==> config.mk <==
export PLATFORM = sky130hd
export DESIGN_NAME = mem_stage
export DESIGN_NICKNAME = d
export VERILOG_FILES = /design/src/rtl/mem_stage.sv
export SDC_FILE = /design/constraint.sdc
export NUM_CORES = 2
export LEC_CHECK = 0
export BUFFER_PORTS_ARGS = -buffer_cell sky130_fd_sc_hd__buf_2
export CAP_MARGIN = 5
export CORE_MARGIN = 3
export CORE_UTILIZATION = 60
export DETAILED_ROUTE_END_ITERATION = 7
export PLACE_DENSITY_LB_ADDON = 0.05
export SYNTH_ARGS = -nofsm -noshare
export SYNTH_HDL_FRONTEND = slang
export SYNTH_SLANG_ARGS = --single-unit
export TNS_END_PERCENT = 10
==> constraint.sdc <==
create_clock -name CLK -period 5.2 [get_ports CLK]
set_input_delay 1.04 -clock CLK [delete_from_list [all_inputs] [get_ports CLK]]
set_output_delay 1.04 -clock CLK [all_outputs]
set_load 0.05 [all_outputs]
==> src/rtl/mem_stage.sv <==
// mem_stage: memory-access stage; loads/stores an internal synchronous data memory,
// resolves branches and presents a registered write-back bundle.
// Ports: CLK/RST (sync, active-high); VALID_IN/READY_OUT accept handshake;
//   ALU_IN, STORE_DATA, OPCD_IN, ADDR_REG_IN, OPT_BIT_IN, COND execute bundle;
//   VALID_OUT, WB_DATA, WB_EN, ADDR_REG_OUT, PC_SEL, PC_TARGET, FAULT write-back bundle;
//   ESTADO current state number.
// Option: define MEM_ADDR_CHECK_EN to fault LOAD/STORE with address bits above ADDR_W-1.
module mem_stage #(
    parameter int ADDR_W = 8,
    parameter int RD_LAT = 1
) (
    input  logic        CLK,
    input  logic        RST,
    input  logic        VALID_IN,
    output logic        READY_OUT,
    input  logic [31:0] ALU_IN,
    input  logic [15:0] STORE_DATA,
    input  logic [4:0]  OPCD_IN,
    input  logic [4:0]  ADDR_REG_IN,
    input  logic        OPT_BIT_IN,
    input  logic        COND,
    output logic        VALID_OUT,
    output logic [31:0] WB_DATA,
    output logic        WB_EN,
    output logic [4:0]  ADDR_REG_OUT,
    output logic        PC_SEL,
    output logic [15:0] PC_TARGET,
    output logic        FAULT,
    output logic [2:0]  ESTADO
);

    localparam logic [4:0] OP_NOP   = 5'd0;
    localparam logic [4:0] OP_LOAD  = 5'd20;
    localparam logic [4:0] OP_STORE = 5'd21;
    localparam logic [4:0] OP_BRZ   = 5'd22;
    localparam logic [4:0] OP_JMP   = 5'd23;

    typedef enum logic [2:0] {
        IDLE   = 3'd0,
        EXEC   = 3'd1,
        RDWAIT = 3'd2,
        DONE   = 3'd3
    } state_t;

    state_t state, state_n;

    logic [31:0] alu_q;
    logic [15:0] sdata_q;
    logic [4:0]  op_q;
    logic [4:0]  dst_q;
    logic        opt_q;
    logic        cond_q;
    logic [2:0]  cnt_q, cnt_n;
    logic [15:0] rdata_q;

    logic [31:0] wb_data_q, wb_data_d;
    logic        wb_en_q, wb_en_d;
    logic        pc_sel_q, pc_sel_d;
    logic [15:0] pc_tgt_q, pc_tgt_d;
    logic        fault_q, fault_d;
    logic        load_out;
    logic        mem_we;
    logic        addr_bad;

    logic [15:0] mem [2**ADDR_W];

    wire [ADDR_W-1:0] addr = alu_q[ADDR_W-1:0];

    wire is_load  = (op_q == OP_LOAD);
    wire is_store = (op_q == OP_STORE);
    wire is_brz   = (op_q == OP_BRZ);
    wire is_jmp   = (op_q == OP_JMP);
    wire is_nop   = (op_q == OP_NOP);

    wire [31:0] ext_word = opt_q ? {{16{rdata_q[15]}}, rdata_q}
                                 : {16'h0000, rdata_q};

`ifdef MEM_ADDR_CHECK_EN
    assign addr_bad = |alu_q[31:ADDR_W];
`else
    assign addr_bad = 1'b0;
`endif

    // Reset blocks a STORE whose EXEC edge coincides with RST; contents survive reset.
    always_ff @(posedge CLK) begin
        if (mem_we && !RST)
            mem[addr] <= sdata_q;
        rdata_q <= mem[addr];
    end

    always_ff @(posedge CLK) begin
        if (RST) begin
            state     <= IDLE;
            cnt_q     <= '0;
            alu_q     <= '0;
            sdata_q   <= '0;
            op_q      <= '0;
            dst_q     <= '0;
            opt_q     <= 1'b0;
            cond_q    <= 1'b0;
            wb_data_q <= '0;
            wb_en_q   <= 1'b0;
            pc_sel_q  <= 1'b0;
            pc_tgt_q  <= '0;
            fault_q   <= 1'b0;
            ADDR_REG_OUT <= '0;
        end else begin
            state <= state_n;
            cnt_q <= cnt_n;
            if (state == IDLE && VALID_IN) begin
                alu_q   <= ALU_IN;
                sdata_q <= STORE_DATA;
                op_q    <= OPCD_IN;
                dst_q   <= ADDR_REG_IN;
                opt_q   <= OPT_BIT_IN;
                cond_q  <= COND;
            end
            // Bundle registers change only when DONE is entered, so they hold between results.
            if (load_out) begin
                wb_data_q    <= wb_data_d;
                wb_en_q      <= wb_en_d;
                pc_sel_q     <= pc_sel_d;
                pc_tgt_q     <= pc_tgt_d;
                fault_q      <= fault_d;
                ADDR_REG_OUT <= dst_q;
            end
        end
    end

    always_comb begin
        state_n   = state;
        cnt_n     = cnt_q;
        load_out  = 1'b0;
        mem_we    = 1'b0;
        wb_data_d = '0;
        wb_en_d   = 1'b0;
        pc_sel_d  = 1'b0;
        pc_tgt_d  = '0;
        fault_d   = 1'b0;
        case (state)
            IDLE: begin
                if (VALID_IN)
                    state_n = EXEC;
            end
            EXEC: begin
                state_n  = DONE;
                load_out = 1'b1;
                if ((is_load || is_store) && addr_bad) begin
                    fault_d = 1'b1;
                end else begin
                    unique case (1'b1)
                        is_store: mem_we = 1'b1;
                        is_load: begin
                            state_n  = RDWAIT;
                            load_out = 1'b0;
                            cnt_n    = 3'(RD_LAT);
                        end
                        is_brz: begin
                            pc_sel_d = cond_q;
                            pc_tgt_d = alu_q[15:0];
                        end
                        is_jmp: begin
                            pc_sel_d = 1'b1;
                            pc_tgt_d = alu_q[15:0];
                        end
                        is_nop: ;
                        default: begin
                            wb_data_d = alu_q;
                            wb_en_d   = 1'b1;
                        end
                    endcase
                end
            end
            RDWAIT: begin
                cnt_n = cnt_q - 3'd1;
                if (cnt_n == 3'd0) begin
                    state_n   = DONE;
                    load_out  = 1'b1;
                    wb_data_d = ext_word;
                    wb_en_d   = 1'b1;
                end
            end
            DONE:    state_n = IDLE;
            default: state_n = IDLE;
        endcase
        // r0 is hardwired, never written back.
        if (dst_q == 5'd0)
            wb_en_d = 1'b0;
    end

    assign READY_OUT = (state == IDLE);
    assign VALID_OUT = (state == DONE);
    assign ESTADO    = state;
    assign WB_DATA   = wb_data_q;
    assign WB_EN     = wb_en_q & VALID_OUT;
    assign PC_SEL    = pc_sel_q & VALID_OUT;
    assign PC_TARGET = pc_tgt_q;
    assign FAULT     = fault_q & VALID_OUT;

endmodule

== Yosys cells after proc, flatten, opt, wreduce, memory -nomap -nowiden ==
Memory sizes are Yosys's and may differ from the RTL's. A register that Yosys moved wholly into a read port is not among the register bits.
Cells that the tools add are included.

* $add $sub $neg: 1
* Eq/ne operators: 10
* Multiplexer cells: 24
* Bitwise logic cells: 2
* Reduce and logical (&&, ||, !) cells: 12

{| class="wikitable"
|+ Operator list
! operator !! count
|-
| 2-to-1 mux 32 bit || 3
|-
| one-hot mux 32 bit (2 select lines) || 1
|-
| 2-to-1 mux 16 bit || 2
|-
| == test 5 bit (second input constant) || 4
|-
| logical NOT 5 bit || 2
|-
| 2-to-1 mux 1 bit || 10
|-
| 2-to-1 mux 3 bit || 3
|-
| one-hot mux 3 bit (3 select lines) || 1
|-
| == test 3 x 2 -> 1 bit (second input constant) || 2
|-
| logical NOT 3 bit || 2
|-
| inequality test 2 bit (second input constant) || 3
|-
| one-hot mux 1 bit (2 select lines) || 3
|-
| one-hot mux 3 bit (2 select lines) || 1
|-
| OR reduction 5 bit || 1
|-
| AND reduction 2 bit || 2
|-
| == test 3 x 1 -> 1 bit (second input constant) || 1
|-
| subtractor 3 x 1 -> 3 bit (second input constant) || 1
|-
| bitwise AND 1 bit || 2
|-
| logical AND 1 bit || 2
|-
| nonzero test 2 bit || 1
|-
| OR reduction 2 bit || 1
|-
| logical NOT 1 bit || 1
|}

* Register bits after elaboration: 121
* Bits in writable memories: 4096
* Bits of input ports: 63
* Output and inout port bits: 61
* Logic and storage cells: 63
* Memories: 1

{| class="wikitable"
|+ Memory list
! name !! depth !! width !! rd ports !! clocked after Yosys merged registers in !! wr ports !! RTL line !! source
|-
| mem || 256 || 16 || 1 || 1 || 1 || 65 || <nowiki>logic [15:0] mem [2**ADDR_W];</nowiki>
|}

== Logic depth before layout (Yosys ltp) ==
* Depth after elaboration: 6
* Gate-level depth with buffers: 10
* Gate-level depth less buffers: 7

== Worst setup path after synthesis ==
No wires, ideal clock.

* Path type: reg-to-reg
* From: register sdata_q[0]
* To: memory mem[0][0] (data pin)
* Arrival: 3.397 ns
* Required time: 4.344 ns
* Setup slack: 0.947 ns
* Cell stages (with the launch flop): 1
* Cells stage by stage: dfxtp_1

{| class="wikitable"
|+ RTL lines
! element !! RTL line !! source
|-
| start, declared || 48 || <nowiki>logic [15:0] sdata_q;</nowiki>
|-
| start signal, assigned || 96 || <nowiki>sdata_q <= '0;</nowiki>
|-
| start signal, assigned || 112 || <nowiki>sdata_q <= STORE_DATA;</nowiki>
|-
| end, declared || 65 ||
|}

Straight into the memory's write port.

==> reports/metrics.json <==
{
  "status": {
    "result_of_the_run": "finished with violations",
    "failed_checks": "capacitance limit, slew limit"
  },
  "clock_tree": {
    "clockBufferDepth": 4,
    "clock_tree_from_tritoncts": "yes",
    "number_of_clock_buffers_inserted_by_tritoncts": 416,
    "clkLatencyLatePin_ps": 940,
    "cts_root_buffer": "sky130_fd_sc_hd__clkbuf_16",
    "postCtsHoldBufs": 0,
    "clock_slew_at_the_register_clock_pins_of_the_worst_setup_and_hold_paths_ps": 60,
    "htreeDepth": 5,
    "post_cts_resize_count": 0,
    "cts.sink_count": 4232,
    "postCtsSetupRepairBufs": 0
  },
  "floorplanning": {
    "core_area_um2": 263700,
    "floorplan.die_area_um2": 272400,
    "io_pins": 124,
    "chipHeight_um": 521.9,
    "row_count": 188,
    "die_width_um": 521.9,
    "floorplan.initialDensity_pct": 60.57
  },
  "worst_setup_path": {
    "critical_path.cell_chain": "buf_4 > buf_12 > mux4_2 > a22oi_1 > a21oi_1 > o41ai_1 > nand4_1",
    "worst_path_largest_cell_delay_ps": 1330,
    "crit_family": "compound AO/OA/AOI/OAI gates",
    "timing.critical_path.required_ps": 5950,
    "worst-path-max-fanout": 71,
    "path_buf_inv": 2,
    "critical_path_start_end_classification": "flip-flop to flip-flop",
    "crit_path_end_kind": "flip-flop",
    "cpMaxStageDelayCell": "sky130_fd_sc_hd__o41ai_1",
    "cp.arrival_ps": 5480,
    "worstSetupStartpointType": "flip-flop"
  },
  "global_routing": {
    "grt_util_all_layers_pct": 30.56,
    "first_global_vias": 78410,
    "grt_antenna_before_repair": 14,
    "grt_start_max_net_pins": 200,
    "grt_overflow": 0,
    "wire_length_of_the_first_global_routing_pass_um": 589900
  },
  "timing": {
    "period_minus_slack_ps": 4731,
    "max_freq_mhz": 211.4,
    "skew_ps": 34.62,
    "setup-tns-final_ps": 0,
    "tightest_slew_margin_relative_to_the_limit_pct": -3.652,
    "fin_worst_hold_slack_ps": 352.6,
    "worst_slew_pin_slew_ps": 1535,
    "hold_viol": 0,
    "setup_ws_ps": 468.5,
    "timing.final.max_slew_violations": 2,
    "finalSetupViolCount": 0,
    "grt_setup_unrepaired": "false",
    "timing.final.crit_share_pct": 90.99
  },
  "logic_synthesis": {
    "seq_area_frac_synth_pct": 78.72,
    "synth_simple_gate_area_share_pct": 1.446,
    "syn_area_per_cell_um2": 21.98,
    "xor_xnor_share_of_the_synthesized_area_pct": 0,
    "synth.top_cell.area_share_pct": 77.02,
    "synth.ff_latch_count": 4232,
    "synth_fa_ha_area_share_pct": 0.05484,
    "synth_top_family_by_area": "multiplexers",
    "synth-warning-count": 0,
    "yosys.cell_types.count": 35,
    "synthMuxAreaShare_pct": 14.45,
    "dominant_cell_type_by_area_after_synthesis": "sky130_fd_sc_hd__edfxtp_1",
    "mappedNetlistArea_um2": 159700,
    "netlist_top_cells_area": "sky130_fd_sc_hd__edfxtp_1, sky130_fd_sc_hd__mux4_2, sky130_fd_sc_hd__a22oi_1",
    "synth_compound_gate_area_share_pct": 4.048,
    "post_synth_inst_count": 7267
  },
  "power_and_ir_drop": {
    "sequentialPowerShare_pct": 49.8,
    "comb_power_share_pct": 14.4,
    "clock_network_power_share_pct": 35.8,
    "power.switching_fraction_pct": 26.13,
    "ir_worst_vdd_mv": 0.5487,
    "total_leakage_power_nw": 56.24,
    "internal_power_w": 0.05912,
    "pwr_density_cell_nw_per_um2": 443.7,
    "switchingPower_w": 0.02092
  },
  "final_layout": {
    "drive_gt1_share_pct": 27.82,
    "layout-area-overhead-vs-synth_pct": 12.97,
    "finalNetCount": 7903,
    "utilization_pct": 68.42
  },
  "drt": {
    "wire_per_inst_um": 35.30,
    "post_drt_via_cell_ratio": 6.815,
    "route.vias.total": 79700,
    "drt.antenna.violating_nets": 0,
    "firstDrtPassIters": 8,
    "drc": 0,
    "drt_iter0_markers": 11270,
    "detail_route.wirelength_um": 412800
  },
  "min_path": {
    "worstHoldPathType": "input port to flip-flop"
  },
  "job": {
    "max_cap_viol_count": 1
  },
  "placement": {
    "gp_congestion": 0.8558,
    "port_buffers": 121,
    "detailed_place_hpwl_um": 237700,
    "dp_worst_setup_slack_ps": 535.7
  }
}
metrics by stage:
step | total power, W | instances | area (um^2)
floorplan | 0.04724 | 7268 | 159700
global placement | 0.05188 | 10930 | 167500
detailed placement | 0.05211 | 10930 | 167500
CTS | 0.08041 | 11680 | 180400
global route | 0.08237 | 11680 | 180400
finish | 0.08004 | 11700 | 180400
final timing paths:
check                               start                      endpoint  slack [ps]  depth (start not counted)
max                 alu_q[0]$_SDFFE_PP0P_            rdata_q[7]$_DFF_P_         470                          7
min                         STORE_DATA[5]       sdata_q[5]$_SDFFE_PP0P_         350                          3
max reg2reg         alu_q[0]$_SDFFE_PP0P_            rdata_q[7]$_DFF_P_         470                          7
min reg2reg  ADDR_REG_OUT[3]$_SDFFE_PP0P_  ADDR_REG_OUT[3]$_SDFFE_PP0P_         460                          2
final cells by class:
cell class	instances	area [um^2]
flip-flops and latches	4232	125800
fillers	16420	83280
multi-input cells	2572	32430
clock buffers	533	11110
repair buffers	605	4890
well taps	3515	4398
clock inverters	219	1743
diodes	13	32.53
inverters	6	22.52
cell usage after synthesis, drive strengths merged:
cell,number
o41a,1
nand4,16
edfxtp,4096
ha,7
nor3,20
nor2,298
and4b,1
a21oi,342
nand2,199
o41ai,65
dfxtp,136
inv,6
conb,1
nor2b,8
mux4,1024
a31oi,1
a211oi,17
mux2i,2
and2,6
o21a,1
o211ai,1
nand3,22
or4,2
a22oi,513
a221oi,16
clkbuf,265
o21ai,3
nand2b,2
and4,1
a2bb2oi,1
o221ai,1
buf,193
sequential cells by signal, summed over array words and instances, names as in the netlist, 16 cells and up:
name       count
PC_TARGET     16
WB_DATA       32
alu_q         32
mem         4096
rdata_q       16
sdata_q       16
kinds of logic (layout without fill, tap and decap cells):
family	count (synthesis)	count (layout)
other	1	15
AND/OR/NAND/NOR	575	575
adder cells (fa/ha/maj)	7	7
flip-flops	4232	4232
AO/OA/AOI/OAI	962	962
multiplexers	1026	1026
buffers and inverters	464	1363
power by group through the flow:
stage               Clock [W]  Sequential [W]  Combinational [W]
global placement            0          0.0405             0.0114
global route           0.0304          0.0399             0.0121
finish                 0.0286          0.0399             0.0115
detailed placement          0          0.0405             0.0116
floorplan                   0          0.0415            0.00579
CTS                    0.0290          0.0398             0.0116
worst reg2reg max path: stages, from the launching register on:
cell,delay [ps]
sky130_fd_sc_hd__dfxtp_4,800
sky130_fd_sc_hd__buf_4,420
sky130_fd_sc_hd__buf_12,510
sky130_fd_sc_hd__mux4_2,660
sky130_fd_sc_hd__a22oi_1,390
sky130_fd_sc_hd__a21oi_1,280
sky130_fd_sc_hd__o41ai_1,1330
sky130_fd_sc_hd__nand4_1,170
metal layers:
layer | up-vias | global-route usage, % | wire length (um)
li1 | 31950 | - | -
met1 | 42580 | 45.97 | 162000
met2 | 4539 | 46.25 | 195000
met3 | 626 | 6.288 | 42560
met4 | 4 | 9.332 | 13240
met5 | - | 0 | 23
placed cells by master, fill, tap and decap left out, drive strengths merged, types with 2 or more instances in the layout:
cell / netlist / routed
a211oi: 17 / 17
a21oi: 342 / 342
a221oi: 16 / 16
a22oi: 513 / 513
and2: 6 / 6
buf: 193 / 605
bufinv: 0 / 26
clkbuf: 265 / 533
clkinv: 0 / 178
clkinvlp: 0 / 6
conb: 1 / 2
dfxtp: 136 / 136
diode: 0 / 13
edfxtp: 4096 / 4096
ha: 7 / 7
inv: 6 / 15
mux2i: 2 / 2
mux4: 1024 / 1024
nand2: 199 / 199
nand2b: 2 / 2
nand3: 22 / 22
nand4: 16 / 16
nor2: 298 / 298
nor2b: 8 / 8
nor3: 20 / 20
o21ai: 3 / 3
o41ai: 65 / 65
or4: 2 / 2
Power figures use the tool's default switching activity.
